==> config.mk <==
export PLATFORM = sky130hd
export DESIGN_NAME = rv_mc_controller_flat
export DESIGN_NICKNAME = d
export VERILOG_FILES = /design/src/rtl/rv_mc_controller_if.sv /design/src/rtl/rv_mc_controller.sv /design/src/flat_wrapper.sv
export SDC_FILE = /design/constraint.sdc
export NUM_CORES = 1
export LEC_CHECK = 0
export ABC_AREA = 1
export CORE_MARGIN = 2
export CORE_UTILIZATION = 38
export CTS_CLUSTER_DIAMETER = 120
export DETAILED_ROUTE_END_ITERATION = 12
export GPL_ROUTABILITY_DRIVEN = 0
export HOLD_SLACK_MARGIN = 0.03
export PLACE_DENSITY = 0.84
export SYNTH_ARGS = -nofsm -noshare
export SYNTH_HDL_FRONTEND = slang
export SYNTH_SLANG_ARGS = --single-unit
==> constraint.sdc <==
create_clock -name clk -period 2.4 [get_ports clk]
set_input_delay 0.48 -clock clk [delete_from_list [all_inputs] [get_ports clk]]
set_output_delay 0.48 -clock clk [all_outputs]
set_load 0.005 [all_outputs]
==> src/rtl/rv_mc_controller_if.sv <==
// rtl/rv_mc_controller_if.sv - decode inputs and control outputs of the multicycle controller
interface rv_mc_controller_if #(parameter int STATE_W = 4);
  logic [6:0]         op;
  logic [2:0]         funct3;
  logic               funct7b5;
  logic               alu_zero;
  logic               mem_ready;
  logic               pc_write;
  logic               adr_src;
  logic               mem_write;
  logic               ir_write;
  logic [1:0]         result_src;
  logic [1:0]         alu_src_a;
  logic [1:0]         alu_src_b;
  logic [2:0]         imm_src;
  logic [3:0]         alu_op;
  logic               reg_write;
  logic               illegal;
  logic [STATE_W-1:0] state_o;

  modport master (
    output op, funct3, funct7b5, alu_zero, mem_ready,
    input  pc_write, adr_src, mem_write, ir_write, result_src, alu_src_a,
           alu_src_b, imm_src, alu_op, reg_write, illegal, state_o
  );

  modport slave (
    input  op, funct3, funct7b5, alu_zero, mem_ready,
    output pc_write, adr_src, mem_write, ir_write, result_src, alu_src_a,
           alu_src_b, imm_src, alu_op, reg_write, illegal, state_o
  );
endinterface

==> src/rtl/rv_mc_controller.sv <==
// rtl/rv_mc_controller.sv - multicycle RV32I control FSM (fetch/decode/execute/mem/writeback)
module rv_mc_controller #(
  parameter int STATE_W = 4
) (
  input  logic               clk,
  input  logic               reset_n,
  rv_mc_controller_if.slave  bus
);

  typedef enum logic [STATE_W-1:0] {
    S_FETCH  = STATE_W'(0),
    S_DECODE = STATE_W'(1),
    S_MEMADR = STATE_W'(2),
    S_MEMRD  = STATE_W'(3),
    S_MEMWB  = STATE_W'(4),
    S_MEMWR  = STATE_W'(5),
    S_EXECR  = STATE_W'(6),
    S_EXECI  = STATE_W'(7),
    S_LUI    = STATE_W'(8),
    S_ALUWB  = STATE_W'(9),
    S_BEQ    = STATE_W'(10),
    S_JAL    = STATE_W'(11),
    S_TRAP   = STATE_W'(15)
  } state_t;

  localparam logic [3:0] ALU_ADD = 4'b0100;
  localparam logic [3:0] ALU_SUB = 4'b0010;
  localparam logic [3:0] ALU_CMP = 4'b1010;
  localparam logic [3:0] ALU_MOV = 4'b1101;

  state_t     r_state;
  state_t     w_next;
  logic       w_pc_write;
  logic       w_adr_src;
  logic       w_mem_write;
  logic       w_ir_write;
  logic [1:0] w_result_src;
  logic [1:0] w_alu_src_a;
  logic [1:0] w_alu_src_b;
  logic [3:0] w_alu_op;
  logic       w_reg_write;
  logic       w_illegal;
  logic [2:0] w_imm_src;

  always_ff @(posedge clk or negedge reset_n) begin
    if (!reset_n) r_state <= S_FETCH;
    else          r_state <= w_next;
  end

  always_comb begin
    w_next       = r_state;
    w_pc_write   = 1'b0;
    w_adr_src    = 1'b0;
    w_mem_write  = 1'b0;
    w_ir_write   = 1'b0;
    w_result_src = 2'b00;
    w_alu_src_a  = 2'b00;
    w_alu_src_b  = 2'b00;
    w_alu_op     = ALU_ADD;
    w_reg_write  = 1'b0;
    w_illegal    = 1'b0;
    case (r_state)
      S_FETCH: begin
        w_alu_src_b  = 2'b10;
        w_result_src = 2'b10;
        w_ir_write   = bus.mem_ready;
        w_pc_write   = bus.mem_ready;
        if (bus.mem_ready) w_next = S_DECODE;
      end
      S_DECODE: begin
        // OldPC + imm lands in ALUOut as the branch target
        w_alu_src_a = 2'b01;
        w_alu_src_b = 2'b01;
        case (bus.op)
          7'b0000011, 7'b0100011: w_next = S_MEMADR;
          7'b0110011: w_next = (bus.funct3 == 3'b000) ? S_EXECR : S_TRAP;
          7'b0010011: w_next = (bus.funct3 == 3'b000) ? S_EXECI : S_TRAP;
          7'b1100011: w_next = (bus.funct3 == 3'b000) ? S_BEQ : S_TRAP;
          7'b1101111: w_next = S_JAL;
          7'b0110111: w_next = S_LUI;
          default:    w_next = S_TRAP;
        endcase
      end
      S_MEMADR: begin
        w_alu_src_a = 2'b10;
        w_alu_src_b = 2'b01;
        w_next      = bus.op[5] ? S_MEMWR : S_MEMRD;
      end
      S_MEMRD: begin
        w_adr_src = 1'b1;
        if (bus.mem_ready) w_next = S_MEMWB;
      end
      S_MEMWB: begin
        w_result_src = 2'b01;
        w_reg_write  = 1'b1;
        w_next       = S_FETCH;
      end
      S_MEMWR: begin
        w_adr_src   = 1'b1;
        w_mem_write = 1'b1;
        if (bus.mem_ready) w_next = S_FETCH;
      end
      S_EXECR: begin
        w_alu_src_a = 2'b10;
        w_alu_op    = bus.funct7b5 ? ALU_SUB : ALU_ADD;
        w_next      = S_ALUWB;
      end
      S_EXECI: begin
        w_alu_src_a = 2'b10;
        w_alu_src_b = 2'b01;
        w_next      = S_ALUWB;
      end
      S_LUI: begin
        w_alu_src_b = 2'b01;
        w_alu_op    = ALU_MOV;
        w_next      = S_ALUWB;
      end
      S_ALUWB: begin
        w_reg_write = 1'b1;
        w_next      = S_FETCH;
      end
      S_BEQ: begin
        w_alu_src_a = 2'b10;
        w_alu_op    = ALU_CMP;
        w_pc_write  = bus.alu_zero;
        w_next      = S_FETCH;
      end
      S_JAL: begin
        // PC takes the target while ALUWB later writes OldPC+4 to rd
        w_alu_src_a = 2'b01;
        w_alu_src_b = 2'b10;
        w_pc_write  = 1'b1;
        w_next      = S_ALUWB;
      end
      S_TRAP: begin
        w_illegal = 1'b1;
      end
      default: w_next = S_FETCH;
    endcase
  end

  always_comb begin
    w_imm_src = 3'b000;
    case (bus.op)
      7'b0100011: w_imm_src = 3'b001;
      7'b1100011: w_imm_src = 3'b010;
      7'b1101111: w_imm_src = 3'b011;
      7'b0110111: w_imm_src = 3'b100;
      default:    w_imm_src = 3'b000;
    endcase
  end

  // Enables are gated so FETCH's mem_ready passthrough cannot fire during reset
  assign bus.pc_write   = w_pc_write & reset_n;
  assign bus.ir_write   = w_ir_write & reset_n;
  assign bus.mem_write  = w_mem_write & reset_n;
  assign bus.reg_write  = w_reg_write & reset_n;
  assign bus.adr_src    = w_adr_src;
  assign bus.result_src = w_result_src;
  assign bus.alu_src_a  = w_alu_src_a;
  assign bus.alu_src_b  = w_alu_src_b;
  assign bus.alu_op     = w_alu_op;
  assign bus.imm_src    = w_imm_src;
  assign bus.illegal    = w_illegal;
  assign bus.state_o    = r_state;

endmodule

==> src/flat_wrapper.sv <==
// flat-port wrapper written by rule: the top's interface ports become plain ports
module rv_mc_controller_flat 
#(
  parameter int STATE_W = 4
)
  (clk, reset_n, bus_op, bus_funct3, bus_funct7b5, bus_alu_zero, bus_mem_ready, bus_pc_write, bus_adr_src, bus_mem_write, bus_ir_write, bus_result_src, bus_alu_src_a, bus_alu_src_b, bus_imm_src, bus_alu_op, bus_reg_write, bus_illegal, bus_state_o);
  rv_mc_controller_if #(.STATE_W(STATE_W)) bus_i ();
  input  logic clk;
  input  logic reset_n;
  input wire logic [$bits(bus_i.op)-1:0] bus_op;
  input wire logic [$bits(bus_i.funct3)-1:0] bus_funct3;
  input wire logic [$bits(bus_i.funct7b5)-1:0] bus_funct7b5;
  input wire logic [$bits(bus_i.alu_zero)-1:0] bus_alu_zero;
  input wire logic [$bits(bus_i.mem_ready)-1:0] bus_mem_ready;
  output wire logic [$bits(bus_i.pc_write)-1:0] bus_pc_write;
  output wire logic [$bits(bus_i.adr_src)-1:0] bus_adr_src;
  output wire logic [$bits(bus_i.mem_write)-1:0] bus_mem_write;
  output wire logic [$bits(bus_i.ir_write)-1:0] bus_ir_write;
  output wire logic [$bits(bus_i.result_src)-1:0] bus_result_src;
  output wire logic [$bits(bus_i.alu_src_a)-1:0] bus_alu_src_a;
  output wire logic [$bits(bus_i.alu_src_b)-1:0] bus_alu_src_b;
  output wire logic [$bits(bus_i.imm_src)-1:0] bus_imm_src;
  output wire logic [$bits(bus_i.alu_op)-1:0] bus_alu_op;
  output wire logic [$bits(bus_i.reg_write)-1:0] bus_reg_write;
  output wire logic [$bits(bus_i.illegal)-1:0] bus_illegal;
  output wire logic [$bits(bus_i.state_o)-1:0] bus_state_o;
  assign bus_i.op = bus_op;
  assign bus_i.funct3 = bus_funct3;
  assign bus_i.funct7b5 = bus_funct7b5;
  assign bus_i.alu_zero = bus_alu_zero;
  assign bus_i.mem_ready = bus_mem_ready;
  assign bus_pc_write = bus_i.pc_write;
  assign bus_adr_src = bus_i.adr_src;
  assign bus_mem_write = bus_i.mem_write;
  assign bus_ir_write = bus_i.ir_write;
  assign bus_result_src = bus_i.result_src;
  assign bus_alu_src_a = bus_i.alu_src_a;
  assign bus_alu_src_b = bus_i.alu_src_b;
  assign bus_imm_src = bus_i.imm_src;
  assign bus_alu_op = bus_i.alu_op;
  assign bus_reg_write = bus_i.reg_write;
  assign bus_illegal = bus_i.illegal;
  assign bus_state_o = bus_i.state_o;
  rv_mc_controller #(.STATE_W(STATE_W)) u_core (.clk(clk), .reset_n(reset_n), .bus(bus_i));
endmodule
==> results.tsv, run 1 <==
stage	metric	value	unit
power_and_ir_drop	vdd_drop_max	0.329	mV
sta	finalCritPeriodShare	96.2	%
logic_synthesis	yosys_warnings	0	
floorplanning	core	1470	µm²
logic_synthesis	synth_top_area_share	22.4	%
logic_synthesis	synth_largest_area_cell	nand2_1	
route	drc	0	
critical_path	endpoint_kind	primary output	
placed_design	dp_hpwl	1650	µm
global_routing	grt.total_usage	22.0	%
logic_synthesis	synth_compound_area_share	14.7	%
global_routing	grt_remaining_overflow	0	
logic_synthesis	ys_types	18	
floorplanning	die_w	43.3	µm
placed_design	pre_cts_ws	-0.0422	ns
global_routing	gr-usage-met2	43.6	%
logic_synthesis	synth_area	587	µm²
critical_path	cp_max_fo	3	
route	finalWirelength	2180	µm
sta	fmax	433	MHz
critical_path	cp_top_family	buffers and inverters	
global_routing	grt_busiest_layer	met2	
clock_tree	clk_latency	0.24	ns
run	maxCapViolCount	0	
sta	finalClockSkew	0.00107	ns
floorplanning	row_count	14	
floorplanning	boundaryPins	38	
layout	drive_gt1_share	20.1	%
clock_tree	cts_buffers	3	
logic_synthesis	synth.area.top_cells	nand2_1 22%, dfrtp_1 17%, inv_1 15%, nor2_1 11%, nand3_1 7.7%	
sta	setup_viol	0	
layout	synthToLayoutAreaGrowth	88.1	%
layout	utilization	75.0	%
critical_path	worstPathRequired	1.92	ns
placed_design	postPlaceCellArea	1020	µm²
power_and_ir_drop	p_total	986	µW
global_routing	grt_antenna_before_repair	0	
critical_path	cp_num_buf_inv	4	
sta	max_slew_margin	86.0	%
sta	period_minus_slack	2.31	ns
clock_tree	root_buffer	clkbuf_4	
logic_synthesis	ys_ff_latch	4	
critical_path	start_kind	input pin	
route	via_count	924	
floorplanning	fp.dieH	43.3	µm
sta	drv_slew	0	
logic_synthesis	syn_nets	129	
global_routing	grt_use_met3	2.98	%
hold_path	worst_hold_path_type	input pin to asynchronous set/reset pin	
logic_synthesis	synthCells	114	
clock_tree	clock-sinks	4	
clock_tree	htreeDepth	1	
floorplanning	die-area	1870	µm²
critical_path	cp.arrival	1.83	ns
floorplanning	initial_utilization	39.9	%
sta	hold_violations	0	
critical_path	max_stage_delay	0.50	ns
logic_synthesis	yosysSeqAreaShare	17.1	%
logic_synthesis	synth_mux_area_share	0	%
clock_tree	clock_path_buffers	2	
layout	fin_area	1100	µm²
critical_path	ff2ff_setup_slack	0.87	ns
placed_design	io_buffers	37	
power_and_ir_drop	p_per_area	894	nW/µm²
route	drt-pass1-iter-count	4	
run_status	status	complete, no violations	
global_routing	grt_pass1_wl	3150	µm
clock_tree	clk_pin_slew	0.04	ns
logic_synthesis	yosys.area_share.simple	51.6	%
layout	nets	181	
global_routing	grt_pass1_vias	820	
route	ant_nets	0	
sta	tightestPinTransition	0.208	ns
critical_path	path_cells	clkdlybuf4s50_1 > inv_1 > nor2_1 > nand3_1 > inv_1 > clkdlybuf4s50_1	
layout	diodes	0	
layout	fillerInstances	126	
layout	largest_reg_flops	4	
route	drtIter0Drc	15	
clock_tree	cts_tree	done	
global_routing	grt_util_met1	21.8	%
power_and_ir_drop	leakagePower	0.000607	µW
critical_path	path_class	input pin to primary output	
logic_synthesis	synth_top_family_by_area	simple AND/OR/NAND/NOR gates	
route	vias_per_cell	5.13	
logic_synthesis	syn_avg_cell_area	5.15	µm²
logic_synthesis	synth-adder-area-share	0	%
sta	fin_ws	0.0911	ns
logic_synthesis	synthXorXnorAreaFrac	0	%
critical_path	cp_slowest_cell	clkdlybuf4s50_1	
global_routing	grt_start_max_net_pins	9	
route	detail_route.wl_per_cell	12.1	µm
-- path summary, 6_finish.rpt --
| path | startpoint | to | cells after the start |
|---|---|---|---|
| worst min register to register | u_core.bus.state_o[1] | u_core.bus.state_o[1] | 2 |
| worst max-delay path | bus_op[2] | bus_imm_src[2] | 6 |
| worst max register to register | u_core.bus.state_o[1] | u_core.bus.state_o[1] | 8 |
| max in group asynchronous | reset_n | u_core.bus.state_o[3] | 2 |
| worst min-delay path | reset_n | u_core.bus.state_o[2] | 2 |
| min in group clk | u_core.bus.state_o[1] | u_core.bus.state_o[1] | 2 |
-- layer usage --
| layer | vias to the layer above | routed length, µm | part of all wire (%) |
|---|---|---|---|
| met2 | 47 | 1220 | 56 |
| li1 | 453 | - | - |
| met1 | 419 | 785 | 36 |
| met5 | - | 0 | 0 |
| met3 | 5 | 137 | 6.3 |
| met4 | 0 | 39 | 1.8 |
-- kinds of logic after synthesis --
group,after synthesis
and+or+nand+nor,71
AOI/OAI and AO/OA,13
DFF,4
buffers and inverters,26
-- worst reg2reg max path, stage by stage (launching register included) --
cell	delay, ns
dfrtp_2	0.44
buf_4	0.15
nand2_1	0.07
inv_1	0.10
nand3_1	0.15
o21ai_2	0.08
or2_4	0.24
nand2_1	0.09
o221ai_2	0.09
-- synth_stat cells --
cell type,instances
a21oi_1,7
a21oi_2,1
a31oi_1,1
dfrtp_1,4
inv_1,23
inv_2,3
nand2_1,35
nand2_2,1
nand3_1,9
nand4_1,1
nor2_1,17
nor2_2,5
nor3_1,2
o211ai_1,1
o21ai_0,1
o21ai_2,1
o221ai_2,1
or2_4,1
-- where the power goes --
group	total, µW	switching (µW)	leakage [µW]	internal, µW
Sequential	181	75.0	0.0000454	106
Combinational	718	341	0.000547	377
Clock	87.1	30.9	0.0000138	56.2
Total	986	447	0.000607	539
-- cell type report --
class / instances / area (µm²) / area share (%)
clock buffer: 3 / 22.5 / 2.04
inverter: 26 / 97.6 / 8.84
multi-input combinational: 84 / 412 / 37.3
sequential: 4 / 105 / 9.52
tap: 16 / 20.0 / 1.81
timing repair buffer: 47 / 447 / 40.5
-- metrics by stage --
step | hold slack (ns) | setup TNS [ns] | cells
2_1_floorplan | 0.184 | 0 | 114
3_3_place_gp | 0.657 | 0 | 173
3_5_place_dp | 0.664 | -0.0640 | 173
4_1_cts | 0.548 | 0 | 177
5_1_grt | 0.572 | -0.0144 | 180
6_report | 0.567 | 0 | 180
-- repair_timing --
item / 4_1_cts / 5_1_grt
pin swaps: 1 / 1
resized for setup: 4 / 11
hold buffers: 0 / 0
endpoints found under the setup margin: 3 / 5
setup buffers: 1 / 3
-- layout by cell type, fill, tap and decap left out --
cell type	n
a21oi_1	7
a21oi_2	1
a31oi_1	1
buf_4	10
clkbuf_4	3
clkdlybuf4s50_1	32
dfrtp_2	4
dlygate4sd2_1	3
dlymetal6s2s_1	2
inv_1	23
inv_2	3
nand2_1	34
nand2_2	2
nand3_1	9
nand4_1	1
nor2_1	15
nor2_2	4
nor2_4	3
nor3_1	2
o211ai_1	1
o21ai_0	1
o21ai_2	1
o221ai_2	1
or2_4	1
(Power assumes the default switching activity.)
==> run 2, diff against run 1 <==
- CTS_CLUSTER_SIZE: default -> 30
==> results of run 2 <==
No change in the layout: final DEF, timing and power equal those of run 1.
==> run 3, diff against run 2 <==
- CORE_UTILIZATION: 38 -> 32
- PLACE_DENSITY: 0.84 -> 0.75
- clock period: 2.4 -> 2 ns (I/O delays scaled with it)
==> run 3 against run 2 <==
Sequential power is 2% higher; via count is 13% higher; power is 51% higher; core utilization is 1.7 points higher.
==> results.tsv, run 3 (synthesized netlist as in run 1, its figures left out) <==
stage	metric	value	unit	change
run_status	status	complete, no violations		
sta	hold_violations	0		unchanged
layout	fin_area	1330	µm²	+20%
layout	largest_reg_flops	4		unchanged
placed_design	dp_cells	188		+8.7%
clock_tree	cts_buffers	3		unchanged
sta	drv_slew	0		unchanged
critical_path	path_class	flip-flop to primary output		
clock_tree	htreeDepth	1		unchanged
route	drt-pass1-iter-count	4		unchanged
hold_path	worst_hold_path_type	input pin to asynchronous set/reset pin		
power_and_ir_drop	intPower	801	µW	+48%
route	detail_route.wl_per_cell	13.1	µm	+8.6%
clock_tree	clk_latency	0.23	ns	about the same
layout	finalNonFillerCells	211		+17%
global_routing	grt_pass1_vias	958		+17%
route	via_count	1040		+13%
sta	final.setup.tns	0	ns	unchanged
floorplanning	initial_utilization	34.0	%	-5.9 points
clock_tree	clock-sinks	4		unchanged
sta	holdWs	0.451	ns	-0.116 ns
critical_path	endpoint_kind	primary output		
sta	finalCritPeriodShare	98.3	%	
route	drc	0		unchanged
clock_tree	clock_path_buffers	2		unchanged
power_and_ir_drop	p_sw	684	µW	+53%
clock_tree	clk_pin_slew	0.04	ns	about the same
sta	period_minus_slack	1.97	ns	
route	drtIter0Drc	38		+23
floorplanning	row_count	15		+1
clock_tree	root_buffer	clkbuf_4		
global_routing	grt_antenna_before_repair	0		unchanged
sta	tightestPinTransition	0.237	ns	+0.0294 ns
placed_design	postPlaceCellArea	1080	µm²	+5.5%
layout	fillerInstances	120		-4.8%
sta	setup_viol	0		unchanged
critical_path	worstPathRequired	1.60	ns	-0.32 ns
sta	finalClockSkew	0.00144	ns	+0.000375 ns
floorplanning	boundaryPins	38		unchanged
layout	synthToLayoutAreaGrowth	126	%	
power_and_ir_drop	vdd_drop_max	0.870	mV	+160%
power_and_ir_drop	p_seq_share	12.5	%	-5.9 points
layout	diodes	0		unchanged
route	finalWirelength	2770	µm	+27%
layout	regArea	105	µm²	unchanged
global_routing	grt_pass1_wl	3790	µm	+20%
sta	max_slew_margin	84.2	%	-1.9 points
floorplanning	die-area	2190	µm²	+17%
layout	multi_input_area	460	µm²	+12%
power_and_ir_drop	p_sw_share	46.1	%	+0.76 points
critical_path	cp_max_fo	4		+1
floorplanning	die_w	46.8	µm	+8.1%
sta	fmax	509	MHz	
power_and_ir_drop	leakagePower	0.000850	µW	+40%
layout	layout_commonest_cell	buf_4		
floorplanning	core	1730	µm²	+17%
clock_tree	postCtsHoldBufs	0		unchanged
placed_design	io_buffers	37		unchanged
layout	final_cell_mix	32 x buf_4, 30 x nand2_1, 20 x inv_1		
run	maxCapViolCount	0		unchanged
clock_tree	cts_tree	done		
route	ant_nets	0		unchanged
global_routing	grt_start_max_net_pins	7		-2
layout	nets	203		+12%
route	vias_per_cell	4.93		-4.0%
critical_path	start_kind	flip-flop		
global_routing	grt_remaining_overflow	0		unchanged
critical_path	cp.arrival	1.57	ns	-0.26 ns
placed_design	dp_hpwl	1620	µm	-2.0%
layout	utilization	76.7	%	+1.7 points
power_and_ir_drop	clkPwrFrac	6.5	%	-2.3 points
power_and_ir_drop	p_per_area	1120	nW/µm²	+25%
floorplanning	fp.dieH	46.8	µm	+8.1%
layout	drive_gt1_share	38.2	%	+18 points
global_routing	grt.total_usage	24.2	%	+2.2 points
power_and_ir_drop	power_frac_comb	81.0	%	+8.2 points
==> run 3: cell count changes in the layout (fill, tap and decap cells not counted), sizes merged <==
cell and change:
buf +22, dlymetal6s2s +6, dlygate4sd2 +9, clkdlybuf4s50 -17, clkbuf +2
==> run 3: power groups by stage <==
stage	clock network (µW)	logic, µW	registers [µW]
after global placement	0	835	190
after detailed placement	0	848	191
final	97.0	1200	185
after global routing	105	1290	191
after floorplan	0	402	183
after CTS	105	989	195
==> run 3: routing by layer <==
layer / GRT usage (%) / routed length [µm] / up-vias / share of wire (%)
met5: 0 / 0 / - / 0
met4: 15.0 / 72 / 0 / 2.6
met3: 3.08 / 152 / 10 / 5.5
met2: 40.8 / 1410 / 53 / 51
met1: 28.9 / 1140 / 482 / 41
li1: - / - / 495 / -
==> run 3: layout make-up <==
type / count / area share (%)
Multi-Input combinational cell: 84 / 34.7
Sequential cell: 4 / 7.93
Tap cell: 25 / 2.36
Timing Repair Buffer: 69 / 45.7
Clock buffer: 3 / 1.70
Inverter: 26 / 7.55
==> run 3: worst max-delay path, cell delays in order, from the launching register on <==
cell	delay (ns)
dfrtp_2	0.42
nor2_2	0.16
inv_1	0.11
nor2_2	0.13
clkdlybuf4s50_1	0.51
==> run 3: repair_timing <==
action | 4_1_cts | 5_1_grt
setup endpoints to repair | 16 | 9
setup buffers | 13 | 7
pin swaps | 4 | 4
resized for setup | 30 | 24
==> run 3: per-stage QoR <==
step	total power [µW]	setup slack [ns]
2_1_floorplan	585	0.559
3_5_place_dp	1040	-0.247
5_1_grt	1590	-0.0126
4_1_cts	1290	-0.0712
3_3_place_gp	1020	-0.215
6_report	1480	0.0335
==> run 3: worst paths after layout <==
kind / from / to / slack [ns] / depth (start not counted)
setup / recovery: u_core.bus.state_o[1] / bus_alu_op[0] / 0.03 / 4
hold / removal: reset_n / u_core.bus.state_o[2] / 0.45 / 2
setup reg to reg: u_core.bus.state_o[3] / u_core.bus.state_o[0] / 0.44 / 9
hold reg to reg: u_core.bus.state_o[1] / u_core.bus.state_o[1] / 0.67 / 3
max in group asynchronous: reset_n / u_core.bus.state_o[0] / 1.44 / 2
min in group clk: u_core.bus.state_o[1] / u_core.bus.state_o[1] / 0.67 / 3
